### config.mk
export PLATFORM = sky130hd
export DESIGN_NAME = mem_port_arbiter_flat
export DESIGN_NICKNAME = d
export VERILOG_FILES = /design/src/rtl/mem_arb_pkg.sv /design/src/rtl/mem_port_arbiter_if.sv /design/src/rtl/mem_arb_wdog.sv /design/src/rtl/mem_port_arbiter.sv /design/src/flat_wrapper.sv
export SDC_FILE = /design/constraint.sdc
export NUM_CORES = 1
export LEC_CHECK = 0
export CAP_MARGIN = 10
export CORE_MARGIN = 1.5
export CORE_UTILIZATION = 25
export DETAILED_ROUTE_END_ITERATION = 6
export HOLD_SLACK_MARGIN = 0.1
export PLACE_DENSITY = 0.63
export SKIP_CTS_REPAIR_TIMING = 1
export SKIP_LAST_GASP = 1
export SLEW_MARGIN = 25
export SYNTH_ARGS = -nofsm -noshare
export SYNTH_HDL_FRONTEND = slang
export SYNTH_SLANG_ARGS = --single-unit
### constraint.sdc
create_clock -name clk -period 4.7 [get_ports clk]
set_clock_uncertainty 0.15 [all_clocks]
set_input_delay 0.94 -clock clk [delete_from_list [all_inputs] [get_ports clk]]
set_output_delay 0.94 -clock clk [all_outputs]
set_load 0.005 [all_outputs]
### src/rtl/mem_arb_pkg.sv
// Shared types and default widths for the IF/MEM memory port arbiter.
package mem_arb_pkg;

    localparam int ADDR_W_DEF      = 32;
    localparam int DATA_W_DEF      = 32;
    localparam int TIMEOUT_CYC_DEF = 255;

    typedef enum logic [1:0] {
        IDLE     = 2'd0,
        BUSY_IF  = 2'd1,
        BUSY_MEM = 2'd2,
        RESP     = 2'd3
    } arbState_t;

    typedef enum logic {
        GNT_IF  = 1'b0,
        GNT_MEM = 1'b1
    } grant_t;

endpackage

### src/rtl/mem_port_arbiter_if.sv
// Pipeline-side and bus-side signals of the memory port arbiter.
// master = arbiter view, slave = pipeline/memory environment view.
interface mem_port_arbiter_if #(
    parameter int ADDR_W = mem_arb_pkg::ADDR_W_DEF,
    parameter int DATA_W = mem_arb_pkg::DATA_W_DEF
);

    logic                  if_req;
    logic [ADDR_W-1:0]     if_addr;
    logic [DATA_W-1:0]     if_rdata;
    logic                  if_ready;

    logic                  mem_rd_en;
    logic                  mem_wr_en;
    logic [ADDR_W-1:0]     mem_addr;
    logic [DATA_W-1:0]     mem_wdata;
    logic [DATA_W/8-1:0]   mem_be;
    logic [DATA_W-1:0]     mem_rdata;
    logic                  mem_ready;

    logic                  bus_req;
    logic                  bus_we;
    logic [ADDR_W-1:0]     bus_addr;
    logic [DATA_W-1:0]     bus_wdata;
    logic [DATA_W/8-1:0]   bus_be;
    logic                  bus_ack;
    logic [DATA_W-1:0]     bus_rdata;

    logic                  stall_if;
    logic                  stall_mem;
    logic                  timeout_err;

    modport master (
        input  if_req, if_addr, mem_rd_en, mem_wr_en, mem_addr, mem_wdata, mem_be,
               bus_ack, bus_rdata,
        output if_rdata, if_ready, mem_rdata, mem_ready,
               bus_req, bus_we, bus_addr, bus_wdata, bus_be,
               stall_if, stall_mem, timeout_err
    );

    modport slave (
        output if_req, if_addr, mem_rd_en, mem_wr_en, mem_addr, mem_wdata, mem_be,
               bus_ack, bus_rdata,
        input  if_rdata, if_ready, mem_rdata, mem_ready,
               bus_req, bus_we, bus_addr, bus_wdata, bus_be,
               stall_if, stall_mem, timeout_err
    );

endinterface

### src/rtl/mem_arb_wdog.sv
// Bus watchdog: down-counter reloaded on clr; expired marks the LIMIT-th
// consecutive enabled cycle.
module mem_arb_wdog #(
    parameter int LIMIT = 255
) (
    input  logic clk,
    input  logic rst,
    input  logic clr,
    input  logic en,
    output logic expired
);

    localparam int CntW = (LIMIT > 1) ? $clog2(LIMIT) : 1;
    localparam logic [CntW-1:0] Reload = CntW'(LIMIT - 1);

    logic [CntW-1:0] cntQ;

    always_ff @(posedge clk or posedge rst) begin
        if (rst) begin
            cntQ <= Reload;
        end else if (clr) begin
            cntQ <= Reload;
        end else if (en && (cntQ != '0)) begin
            cntQ <= cntQ - 1'b1;
        end
    end

    assign expired = en && (cntQ == '0);

endmodule

### src/rtl/mem_port_arbiter.sv
// Shares one req/ack memory bus between the IF and MEM pipeline stages.
// Optional bus watchdog is compiled in with MEM_ARB_TIMEOUT_EN.
module mem_port_arbiter
    import mem_arb_pkg::*;
#(
    parameter int ADDR_W      = ADDR_W_DEF,
    parameter int DATA_W      = DATA_W_DEF,
    parameter int TIMEOUT_CYC = TIMEOUT_CYC_DEF
) (
    input  logic               clk,
    input  logic               rst,
    mem_port_arbiter_if.master arb
);

    // state    | meaning
    // IDLE     | sample IF/MEM requests and grant one side
    // BUSY_IF  | IF command held on the bus until ack
    // BUSY_MEM | MEM command held on the bus until ack
    // RESP     | one-cycle ready pulse to the served side

    arbState_t stateQ, stateD;
    grant_t    lastGrant;

    logic ifPend, memPend, anyPend, pickMem;
    logic busyNow, grantEn, endBusy, wdogExpired;
    logic [DATA_W-1:0] respData;

    logic                busReqQ, busWeQ;
    logic [ADDR_W-1:0]   busAddrQ;
    logic [DATA_W-1:0]   busWdataQ;
    logic [DATA_W/8-1:0] busBeQ;
    logic                ifReadyQ, memReadyQ;
    logic [DATA_W-1:0]   ifRdataQ, memRdataQ;

    always_ff @(posedge clk or posedge rst) begin
        if (rst) stateQ <= IDLE;
        else     stateQ <= stateD;
    end

    always_comb begin
        stateD = stateQ;
        case (stateQ)
            IDLE:              if (anyPend) stateD = pickMem ? BUSY_MEM : BUSY_IF;
            BUSY_IF, BUSY_MEM: if (endBusy) stateD = RESP;
            RESP:              stateD = IDLE;
            default:           stateD = IDLE;
        endcase
    end

    // On a conflict the side not served last wins; ack beats watchdog expiry.
    always_comb begin
        ifPend   = arb.if_req;
        memPend  = arb.mem_rd_en | arb.mem_wr_en;
        anyPend  = ifPend | memPend;
        pickMem  = memPend && (!ifPend || (lastGrant == GNT_IF));
        busyNow  = (stateQ == BUSY_IF) || (stateQ == BUSY_MEM);
        grantEn  = (stateQ == IDLE) && anyPend;
        endBusy  = busyNow && (arb.bus_ack || wdogExpired);
        respData = arb.bus_ack ? arb.bus_rdata : '0;
    end

    always_ff @(posedge clk or posedge rst) begin
        if (rst) begin
            lastGrant <= GNT_IF;
            busReqQ   <= 1'b0;
            busWeQ    <= 1'b0;
            busAddrQ  <= '0;
            busWdataQ <= '0;
            busBeQ    <= '0;
            ifReadyQ  <= 1'b0;
            memReadyQ <= 1'b0;
            ifRdataQ  <= '0;
            memRdataQ <= '0;
        end else begin
            ifReadyQ  <= 1'b0;
            memReadyQ <= 1'b0;
            if (grantEn) begin
                busReqQ <= 1'b1;
                if (pickMem) begin
                    busWeQ    <= arb.mem_wr_en;
                    busAddrQ  <= arb.mem_addr;
                    busWdataQ <= arb.mem_wdata;
                    busBeQ    <= arb.mem_be;
                end else begin
                    busWeQ    <= 1'b0;
                    busAddrQ  <= arb.if_addr;
                    busWdataQ <= '0;
                    busBeQ    <= '0;
                end
            end
            if (endBusy) begin
                busReqQ <= 1'b0;
                if (stateQ == BUSY_MEM) begin
                    memReadyQ <= 1'b1;
                    memRdataQ <= respData;
                    lastGrant <= GNT_MEM;
                end else begin
                    ifReadyQ  <= 1'b1;
                    ifRdataQ  <= respData;
                    lastGrant <= GNT_IF;
                end
            end
        end
    end

`ifdef MEM_ARB_TIMEOUT_EN
    logic timeoutErrQ;

    mem_arb_wdog #(.LIMIT(TIMEOUT_CYC)) uWdog (
        .clk     (clk),
        .rst     (rst),
        .clr     (grantEn),
        .en      (busyNow && !arb.bus_ack),
        .expired (wdogExpired)
    );

    always_ff @(posedge clk or posedge rst) begin
        if (rst)              timeoutErrQ <= 1'b0;
        else if (wdogExpired) timeoutErrQ <= 1'b1;
    end

    assign arb.timeout_err = timeoutErrQ;
`else
    assign wdogExpired     = 1'b0;
    assign arb.timeout_err = 1'b0;
`endif

    assign arb.bus_req   = busReqQ;
    assign arb.bus_we    = busWeQ;
    assign arb.bus_addr  = busAddrQ;
    assign arb.bus_wdata = busWdataQ;
    assign arb.bus_be    = busBeQ;
    assign arb.if_ready  = ifReadyQ;
    assign arb.if_rdata  = ifRdataQ;
    assign arb.mem_ready = memReadyQ;
    assign arb.mem_rdata = memRdataQ;
    assign arb.stall_if  = arb.if_req & ~ifReadyQ;
    assign arb.stall_mem = (arb.mem_rd_en | arb.mem_wr_en) & ~memReadyQ;

endmodule

### src/flat_wrapper.sv
// flat-port wrapper written by rule: the top's interface ports become plain ports
module mem_port_arbiter_flat import mem_arb_pkg::*;
#(
    parameter int ADDR_W      = ADDR_W_DEF,
    parameter int DATA_W      = DATA_W_DEF,
    parameter int TIMEOUT_CYC = TIMEOUT_CYC_DEF
)
  (clk, rst, arb_if_req, arb_if_addr, arb_mem_rd_en, arb_mem_wr_en, arb_mem_addr, arb_mem_wdata, arb_mem_be, arb_bus_ack, arb_bus_rdata, arb_if_rdata, arb_if_ready, arb_mem_rdata, arb_mem_ready, arb_bus_req, arb_bus_we, arb_bus_addr, arb_bus_wdata, arb_bus_be, arb_stall_if, arb_stall_mem, arb_timeout_err);
  mem_port_arbiter_if #(.ADDR_W(ADDR_W), .DATA_W(DATA_W)) arb_i ();
  input  logic clk;
  input  logic rst;
  input wire logic [$bits(arb_i.if_req)-1:0] arb_if_req;
  input wire logic [$bits(arb_i.if_addr)-1:0] arb_if_addr;
  input wire logic [$bits(arb_i.mem_rd_en)-1:0] arb_mem_rd_en;
  input wire logic [$bits(arb_i.mem_wr_en)-1:0] arb_mem_wr_en;
  input wire logic [$bits(arb_i.mem_addr)-1:0] arb_mem_addr;
  input wire logic [$bits(arb_i.mem_wdata)-1:0] arb_mem_wdata;
  input wire logic [$bits(arb_i.mem_be)-1:0] arb_mem_be;
  input wire logic [$bits(arb_i.bus_ack)-1:0] arb_bus_ack;
  input wire logic [$bits(arb_i.bus_rdata)-1:0] arb_bus_rdata;
  output wire logic [$bits(arb_i.if_rdata)-1:0] arb_if_rdata;
  output wire logic [$bits(arb_i.if_ready)-1:0] arb_if_ready;
  output wire logic [$bits(arb_i.mem_rdata)-1:0] arb_mem_rdata;
  output wire logic [$bits(arb_i.mem_ready)-1:0] arb_mem_ready;
  output wire logic [$bits(arb_i.bus_req)-1:0] arb_bus_req;
  output wire logic [$bits(arb_i.bus_we)-1:0] arb_bus_we;
  output wire logic [$bits(arb_i.bus_addr)-1:0] arb_bus_addr;
  output wire logic [$bits(arb_i.bus_wdata)-1:0] arb_bus_wdata;
  output wire logic [$bits(arb_i.bus_be)-1:0] arb_bus_be;
  output wire logic [$bits(arb_i.stall_if)-1:0] arb_stall_if;
  output wire logic [$bits(arb_i.stall_mem)-1:0] arb_stall_mem;
  output wire logic [$bits(arb_i.timeout_err)-1:0] arb_timeout_err;
  assign arb_i.if_req = arb_if_req;
  assign arb_i.if_addr = arb_if_addr;
  assign arb_i.mem_rd_en = arb_mem_rd_en;
  assign arb_i.mem_wr_en = arb_mem_wr_en;
  assign arb_i.mem_addr = arb_mem_addr;
  assign arb_i.mem_wdata = arb_mem_wdata;
  assign arb_i.mem_be = arb_mem_be;
  assign arb_i.bus_ack = arb_bus_ack;
  assign arb_i.bus_rdata = arb_bus_rdata;
  assign arb_if_rdata = arb_i.if_rdata;
  assign arb_if_ready = arb_i.if_ready;
  assign arb_mem_rdata = arb_i.mem_rdata;
  assign arb_mem_ready = arb_i.mem_ready;
  assign arb_bus_req = arb_i.bus_req;
  assign arb_bus_we = arb_i.bus_we;
  assign arb_bus_addr = arb_i.bus_addr;
  assign arb_bus_wdata = arb_i.bus_wdata;
  assign arb_bus_be = arb_i.bus_be;
  assign arb_stall_if = arb_i.stall_if;
  assign arb_stall_mem = arb_i.stall_mem;
  assign arb_timeout_err = arb_i.timeout_err;
  mem_port_arbiter #(.ADDR_W(ADDR_W), .DATA_W(DATA_W), .TIMEOUT_CYC(TIMEOUT_CYC)) u_core (.clk(clk), .rst(rst), .arb(arb_i));
endmodule
==> results of run 1 <==
cell type report:
| cell class | instances | share of cell area |
|---|---|---|
| Sequential cell | 139 | 0.376 |
| Clock inverter | 10 | 0.0204 |
| Multi-Input combinational cell | 224 | 0.203 |
| Clock buffer | 22 | 0.0502 |
| Timing Repair Buffer | 282 | 0.309 |
| Tap cell | 280 | 0.0379 |
| Antenna cell | 1 | 0.000271 |
| Inverter | 7 | 0.00325 |
layer usage:
metal | vias to the layer above | GRT usage | wire length [µm]
met5 | - | 0 | 0
met1 | 1993 | 0.163 | 6580
met4 | 0 | 0.0402 | 197
li1 | 1959 | - | -
met3 | 10 | 0.0725 | 1680
met2 | 184 | 0.214 | 7090
logic make-up (layout without fill, tap and decap cells):
family | Yosys count | after routing
compound gates | 79 | 79
mux | 96 | 96
other cells | 1 | 2
flops | 139 | 139
fa+ha+maj | 2 | 2
buf+inv | 32 | 321
simple gates | 46 | 46
per-stage QoR:
stage | hold WS [ps] | area (µm²)
floorplan | 311 | 5580
global placement | 306 | 8570
detailed placement | 311 | 8570
CTS | 325 | 9220
global route | 349 | 9240
finish | 318 | 9240
tightest hold or removal path: cells and delay by family (launching register included):
| family | cells | cell delay [ps] |
|---|---|---|
| simple gates | 2 | 100 |
| flops | 1 | 340 |
power by group through the flow:
| stage | Combinational [µW] | Clock (µW) | Sequential [µW] |
|---|---|---|---|
| 4_1_cts | 2680 | 1550 | 2080 |
| 6_report | 2620 | 1500 | 2070 |
| 5_1_grt | 2850 | 1610 | 2160 |
| 3_5_place_dp | 2670 | 0 | 2090 |
| 3_3_place_gp | 2650 | 0 | 2070 |
| 2_1_floorplan | 1130 | 0 | 2130 |
sequential cells by signal, summed over array words and instances, names as in the netlist:
register,count
u_core.stateQ,2
u_core.arb.if_ready,1
u_core.arb.bus_req,1
u_core.arb.mem_rdata,32
u_core.lastGrant,1
u_core.arb.bus_wdata,32
u_core.arb.bus_we,1
u_core.arb.bus_addr,32
u_core.arb.if_rdata,32
u_core.arb.mem_ready,1
u_core.arb.bus_be,4
Yosys cell counts:
library cell / number
nand2b_1: 1
a21boi_0: 2
o31ai_4: 1
nor2_2: 1
o221ai_1: 1
conb_1: 1
a221oi_2: 1
o31ai_1: 1
inv_1: 7
o21ai_1: 9
a21bo_2: 1
mux2i_1: 32
o21ai_0: 23
a21oi_1: 1
nand3_1: 2
buf_6: 5
nand2_1: 39
buf_4: 8
mux2_2: 64
a22o_1: 35
dfrtp_1: 139
buf_8: 3
nor2b_1: 1
clkbuf_1: 2
o21ai_2: 1
ha_1: 2
nor2_1: 2
buf_2: 7
a21oi_4: 1
o41ai_1: 1
o2bb2ai_4: 1
worst max path at each step:
stage / from / to / slack (ps) / depth (start not counted)
floorplan: rst / u_core.arb.bus_addr[0]$_DFFE_PP0P_ / 1870 / 1
global placement: arb_if_req / arb_stall_if / 1170 / 3
detailed placement: arb_if_req / arb_stall_if / 1160 / 3
CTS: arb_if_req / arb_stall_if / 1160 / 3
global route: arb_mem_wr_en / arb_stall_mem / 1090 / 4
finish: arb_if_req / arb_stall_if / 1180 / 3
==> run metrics, run 1 <==
adder-cell area share of the yosys netlist 0.00449; Worst EP arrival 2430 ps; FILL cells approximately 2100; slowest stage delay, CP ~750 ps; Final nets 811; mapped cell area 0.00557 mm²; Min-Delay Path Depth 2; # port buffers 275; Finish-stage setup viols 0; share of post-route cells with drive strength above 1 0.159; final hold violation count 0; full die area 0.0232 mm²; largest net degree at the start of global routing 91; clk_lat worst skew 410 ps; highest clock rate between 0.2 and 0.3 GHz; syn_nets 535; Worst Hold Path EP u_core.arb.bus_we$_DFFE_PP0P_; Final Slew Violations 0; routability congestion estimate slightly above 0.7; synth unique cells 31; Critical R2R Launch u_core.stateQ[1]$_DFFE_PP0P_; share of the synthesized area in the top cell type 0.624; Pleak just under 0.004 µW; root buf cell clkbuf_16; chip height around 150 µm; width of the chip 152 µm; row count 54; Yosys warning count 0; largest area contributor in the netlist dfrtp_1; commonest non-fill, non-tap cell in the layout clkdlybuf4s50_1; Pre-antenna DRT Iters 4; Critical-path top delay cell clkdlybuf4s50_1; Pwr Density 670 mW/mm²; worst IR drop on VDD ~0.00033 V; Worst Setup Path Type input pin to output port; Routed WL 15500 µm; Seq/Total Area, Yosys 0.624; initial core utilization 0.255; synthesized flop and latch total 139; most frequent cells in the layout 275 x clkdlybuf4s50_1, 139 x dfrtp_1, 64 x mux2_2, 39 x nand2_1, 35 x a22o_1; register share of total power 0.335; GRT overflow 0; depth of the worst register-to-register path 6; Post-Synth XOR/XNOR Area 0; hold path startpoint u_core.arb.bus_we$_DFFE_PP0P_; critical path startpoint category input pin; CP required 3610 ps; Post-route DRC 0; Post-Synthesis Cells about 400; post-synthesis mux area share 0.187; via count of the first global-routing pass between 4000 and 5000; DR vias/cell 4.30; Synth Area in Simple Gates 0.0328; Layout Cells excl Fill 965; starting DRC count in detailed routing approximately 140; Power Internal 4420 µW; vias post-DR around 4100; first-pass GRT wire length around 25000 µm; fin crit share 0.749; Switching Fraction 0.286; Final WS setup 1180 ps; status completed; Core Area 0.0218 mm²; maxcap violations 0; Buf+Inv Stages, Crit Path 2; Layout Utilization 0.424; largest cells by area after synthesis dfrtp_1 62%, mux2_2 13%, mux2i_1 5.7%; post-synthesis compound-gate area fraction 0.110; Setup crit end kind output port; I/O Pins 277; Layout area overhead 65.9%; TNS Setup 0 ps; syn avg cell area between 10 and 15 µm²; RSZ-0062 raised after global routing no; Top cell by count, worst path clkdlybuf4s50_1; Clock Path Buffers 2; initial antenna violation count 1; Sw Pwr 1770 µW; total power 6200 µW; pre-CTS setup slack 1160 ps; Antenna Nets Post-Route 0; Placed Cells 931; Tmin final 3520 ps; HPWL Detailed 10900 µm; drt wl/cell around 16 µm; Cell Chain, Critical Path clkdlybuf4s50_1 > nor2b_1 > clkdlybuf4s50_1; Clock Sinks 139; worst-margin pin slew 1000 ps; Multi-input gate area around 0.0019 mm²; Hold Path Class flip-flop to flip-flop; clock power share 0.242; Reg area 0.00348 mm²; CTS clk-pin slew, worst paths 60 ps; Register-to-Register Setup Slack 2260 ps; GR Util All Layers 0.137; Slew HR 0.332; total CTS buffers 17; H-tree depth 4; crit-path max FO 7; Gate power share 0.423; r2r endpoint u_core.arb.if_rdata[25]$_DFFE_PP0P_; TritonCTS clock tree yes; critical path's top delay family buffers and inverters; largest family of logic cells by synthesized area multiplexers
(Power assumes the default switching activity.)
==> run 2, diff against run 1 <==
- PLACE_DENSITY: 0.63 -> 0.61
- clock period: 4.7 -> 3.45 ns (I/O delays scaled with it)
==> run 2 against run 1 <==
Net effect: via count up 3.3%; sequential share of layout area about the same; cell count up 0.31%; register-to-register slack worse by 960 ps; global-route usage up 0.94 points; largest power group unchanged.
==> run metrics, run 2 (synthesis results as in run 1) <==
TNS Setup 0 ps (unchanged); DR vias/cell 4.42 (+2.9%); crit-path max FO 2 (-5); Pleak 0.00392 µW (+0.35%); Layout area overhead 65.9% (about the same); share of post-route cells with drive strength above 1 0.169 (+0.00925); final hold violation count 0 (unchanged); Worst path depth 4 (+1); Antenna Nets Post-Route 0 (unchanged); Cell Chain, Critical Path clkdlybuf4s50_1 > nor2_1 > nor2_1 > clkdlybuf4s50_1; commonest non-fill, non-tap cell in the layout clkdlybuf4s50_1; clk_lat worst skew 410 ps (about the same); hold slack 320 ps (+1.81 ps); Worst Setup Path Type input pin to output port; initial antenna violation count 0 (-1); CP required 2610 ps (-1000 ps); Setup crit end kind output port; Min-Delay Path Depth 2 (unchanged); status completed; critical path startpoint category input pin; # port buffers 275 (unchanged); largest net degree at the start of global routing 79 (-13%); full die area 0.0232 mm² (unchanged); Design Area, Final 0.00925 mm² (about the same); Pre-antenna DRT Iters 4 (unchanged); depth of the worst register-to-register path 6 (unchanged); pre-CTS setup slack 484 ps (-674 ps); Placed Cells 937 (+0.64%); most frequent cells in the layout 275 x clkdlybuf4s50_1, 139 x dfrtp_1, 64 x mux2_2, 39 x nand2_1, 35 x a22o_1; critical path's top delay family buffers and inverters; routability congestion estimate 0.835 (+17%); Finish-stage setup viols 0 (unchanged); FILL cells 2009 (-3.1%); TritonCTS clock tree yes; slowest stage delay, CP 460 ps (-290 ps); Clock Sinks 139 (unchanged); Layout Cells excl Fill 968 (+0.31%); CTS clk-pin slew, worst paths 60 ps (about the same); Final WS setup 630 ps (-548 ps); maxcap violations 0 (unchanged); Final Slew Violations 0 (unchanged); starting DRC count in detailed routing 144 (+3.6%); highest clock rate 0.355 GHz; row count 54 (unchanged); via count of the first global-routing pass 4832 (+9.3%); initial core utilization 0.255 (unchanged); worst IR drop on VDD 0.000383 V (+15%); fin crit share 0.817; # diodes 0 (-1); Core Area 0.0218 mm² (unchanged); Routed WL 16300 µm (+5.1%); Post-route DRC 0 (unchanged); H-tree depth 4 (unchanged); Hold Path Class flip-flop to flip-flop; Critical-path top delay cell clkdlybuf4s50_1; Post-DP Area 0.00859 mm² (+0.23%); worst-margin pin slew 696 ps (-304 ps); Final nets 816 (+0.62%); GR Util All Layers 0.146 (+0.00939); Tmin final around 2800 ps; Worst EP arrival 1980 ps (-450 ps); Buf+Inv Stages, Crit Path 2 (unchanged); Pwr Density 918 mW/mm² (+37%); drt wl/cell 16.9 µm (+4.8%); HPWL Detailed 11800 µm (+8.5%); Slew HR 0.536 (+0.204); width of the chip 152 µm (unchanged); chip height 152 µm (unchanged); total CTS buffers 17 (unchanged); I/O Pins 277 (unchanged); root buf cell clkbuf_16; RSZ-0062 raised after global routing no; Clock Path Buffers 2 (unchanged); GRT overflow 0 (unchanged); vias post-DR 4281 (+3.3%); first-pass GRT wire length 26800 µm (+7.4%)
-- run 2: final cells by class --
class | instances | area, µm² | share of cell area
multi-input cells | 224 | 1870 | 0.203
flip-flops and latches | 139 | 3480 | 0.376
clock buffers | 17 | 425 | 0.0460
repair buffers | 287 | 2860 | 0.309
clock inverters | 14 | 233 | 0.0252
well taps | 280 | 350 | 0.0379
inverters | 7 | 30.0 | 0.00325
-- run 2: worst register-to-register path, stage by stage (launching register included) --
cell,delay (ps)
dfrtp_1,330
inv_1,70
ha_1,380
nand2_1,140
nor2_4,100
buf_4,430
mux2_2,430
-- run 2: final timing paths --
kind / start / to / slack (ps)
worst min-delay path: u_core.arb.bus_we$_DFFE_PP0P_ / u_core.arb.bus_we$_DFFE_PP0P_ / 320
worst max-delay path: arb_mem_wr_en / arb_stall_mem / 630
worst max register to register: u_core.stateQ[0]$_DFFE_PP0P_ / u_core.arb.if_rdata[9]$_DFFE_PP0P_ / 1300
worst min register to register: u_core.arb.bus_we$_DFFE_PP0P_ / u_core.arb.bus_we$_DFFE_PP0P_ / 320
min in group asynchronous: rst / u_core.arb.if_rdata[20]$_DFFE_PP0P_ / 490
max in group asynchronous: rst / u_core.arb.bus_addr[21]$_DFFE_PP0P_ / 1950
-- run 2: per-layer routing --
metal / routed length [µm] / track usage
met1: 6460 / 0.161
met2: 8070 / 0.253
met3: 1450 / 0.0535
met4: 349 / 0.0638
met5: 0 / 0
-- run 2: where the power goes --
| part | total (µW) | leakage, µW | internal (µW) | switching, µW |
|---|---|---|---|---|
| logic | 3570 | 0.00190 | 2260 | 1310 |
| registers | 2860 | 0.00170 | 2430 | 428 |
| clock network | 2050 | 0.000319 | 1300 | 752 |
-- run 2: stage by stage --
stage | utilization | power [µW]
2_1_floorplan | - | 4440
3_3_place_gp | 0.393 | 6390
3_5_place_dp | 0.393 | 6510
4_1_cts | 0.424 | 8640
5_1_grt | 0.424 | 9070
6_report | 0.424 | 8480
==> run 3, diff against run 2 <==
- PLACE_DENSITY: 0.61 -> 0.63
- clock period: 3.45 -> 2.35 ns (I/O delays scaled with it)
==> run 3 against run 2 <==
Net effect: sequential power up 45%; sequential share of layout area down 0.70 points; register-to-register slack worse by 960 ps; core utilization up 0.81 points; clock power up 43%; critical path depth up 1; flip-flop and latch count unchanged; critical path type unchanged; combinational power up 55%; largest cell class unchanged; cell area up 1.9%.
==> run metrics, run 3 (synthesis results as in run 1) <==
status completed; Final WS setup 246 ps (-385 ps); most frequent cells in the layout 273 x clkdlybuf4s50_1, 139 x dfrtp_1, 64 x mux2_2, 39 x nand2_1, 35 x a22o_1; routability congestion estimate 0.711 (-15%); CTS clk-pin slew, worst paths 60 ps (about the same); GRT overflow 0 (unchanged); Antenna Nets Post-Route 0 (unchanged); Post-route DRC 0 (unchanged); total CTS buffers 17 (unchanged); H-tree depth 4 (unchanged); RSZ-0062 raised after global routing no; Final Slew Violations 0 (unchanged); gr busiest metal met2; Slew HR 0.328 (-0.208); # port buffers 275 (unchanged); FILL cells 2027 (+0.90%); Hold Path Class flip-flop to flip-flop; Core Area 0.0218 mm² (unchanged); Clock Path Buffers 2 (unchanged); largest net degree at the start of global routing 88 (+11%); Routed WL 15700 µm (-3.8%); Placed Cells 946 (+0.96%); DR vias/cell 4.29 (-3.1%); drt wl/cell 16.1 µm (-4.8%); via count of the first global-routing pass 4430 (-8.3%); first-pass GRT wire length 25300 µm (-5.5%); Final nets 825 (+1.1%); highest clock rate 0.475 GHz; GR Util All Layers 0.138 (-0.00805); initial antenna violation count 0 (unchanged); crit-path max FO 2 (unchanged); vias post-DR 4192 (-2.1%); TritonCTS clock tree yes; pre-CTS setup slack -164 ps (-649 ps); M1 GR Usage 0.169 (+0.00767); root buf cell clkbuf_16; met2 usage 0.223 (-0.0300); share of post-route cells with drive strength above 1 0.181 (+0.0119); critical path startpoint category input pin; total power 12600 µW (+49%); Layout Cells excl Fill 978 (+1.0%); starting DRC count in detailed routing 142 (-1.4%); Setup crit end kind output port; GR Util met3 0.0629 (+0.00939); # diodes 0 (unchanged); Layout Utilization 0.432 (+0.00808); CP required 1730 ps (-880 ps); Post-DP Area 0.00878 mm² (+2.2%); commonest non-fill, non-tap cell in the layout clkdlybuf4s50_1; row count 54 (unchanged); I/O Pins 277 (unchanged); final hold violation count 0 (unchanged); Worst Setup Path Type input pin to output port; Worst EP arrival 1480 ps (-500 ps); width of the chip 152 µm (unchanged); Tmin final 2100 ps; clk_lat worst skew 400 ps (about the same); Finish-stage setup viols 0 (unchanged); full die area 0.0232 mm² (unchanged); fin crit share 0.895; maxcap violations 0 (unchanged); Multi-input gate area 0.00187 mm² (unchanged); Pre-antenna DRT Iters 4 (unchanged); worst IR drop on VDD 0.000694 V (+81%); worst-margin pin slew 1010 ps (+309 ps); Design Area, Final 0.00942 mm² (+1.9%); chip height 152 µm (unchanged); Reg area 0.00348 mm² (unchanged); Pwr Density 1340 mW/mm² (+46%); Layout area overhead 69.1%; initial core utilization 0.255 (unchanged); Pleak 0.00401 µW (+2.3%); Clock Sinks 139 (unchanged); HPWL Detailed 11200 µm (-4.9%)
==> run 3: cell types whose count changed in the layout (fill, tap and decap cells not counted), moves of 2 or more <==
cell	before	now
buf_12	1	11
clkinvlp_4	2	4
clkdlybuf4s50_1	275	273
dlymetal6s2s_1	0	2
==> run 3: final timing paths <==
check / to / slack, ps / depth (start not counted) / start
hold reg to reg: u_core.arb.bus_we$_DFFE_PP0P_ / 310 / 2 / u_core.arb.bus_we$_DFFE_PP0P_
setup reg to reg: u_core.arb.bus_wdata[3]$_DFFE_PP0P_ / 340 / 5 / u_core.stateQ[0]$_DFFE_PP0P_
hold / removal: u_core.arb.bus_we$_DFFE_PP0P_ / 310 / 2 / u_core.arb.bus_we$_DFFE_PP0P_
min in group asynchronous: u_core.arb.if_rdata[30]$_DFFE_PP0P_ / 350 / 3 / rst
max in group asynchronous: u_core.arb.if_rdata[6]$_DFFE_PP0P_ / 1230 / 3 / rst
setup / recovery: arb_stall_mem / 250 / 5 / arb_mem_rd_en
==> run 3: area by class of cell <==
cell class | count | share of cell area
inverters | 7 | 0.00319
multi-input cells | 224 | 0.199
clock inverters | 15 | 0.0224
repair buffers | 296 | 0.324
clock buffers | 17 | 0.0452
well taps | 280 | 0.0372
flip-flops and latches | 139 | 0.369
==> run 3: worst max-delay path, cell delays in order <==
cell	delay (ps)
clkdlybuf4s50_1	460
nor2_1	220
buf_4	150
nor2_1	30
dlymetal6s2s_1	150
==> run 3: per-stage QoR <==
stage | hold slack [ps] | setup TNS [ps]
floorplan | 311 | -710
global placement | 300 | -4840
detailed placement | 305 | -5540
CTS | 320 | -111
global route | 333 | 0
finish | 314 | 0
==> run 3: power breakdown <==
part / internal (µW) / total [µW] / switching (µW)
sequential: 3570 / 4160 / 589
combinational: 3560 / 5530 / 1960
clock: 1800 / 2930 / 1130
total: 8930 / 12600 / 3680
==> run 3: routing by layer <==
| metal | wire (µm) | share of wire |
|---|---|---|
| met1 | 6690 | 0.43 |
| met2 | 7410 | 0.47 |
| met3 | 1480 | 0.094 |
| met4 | 122 | 0.0078 |
| met5 | 0 | 0 |
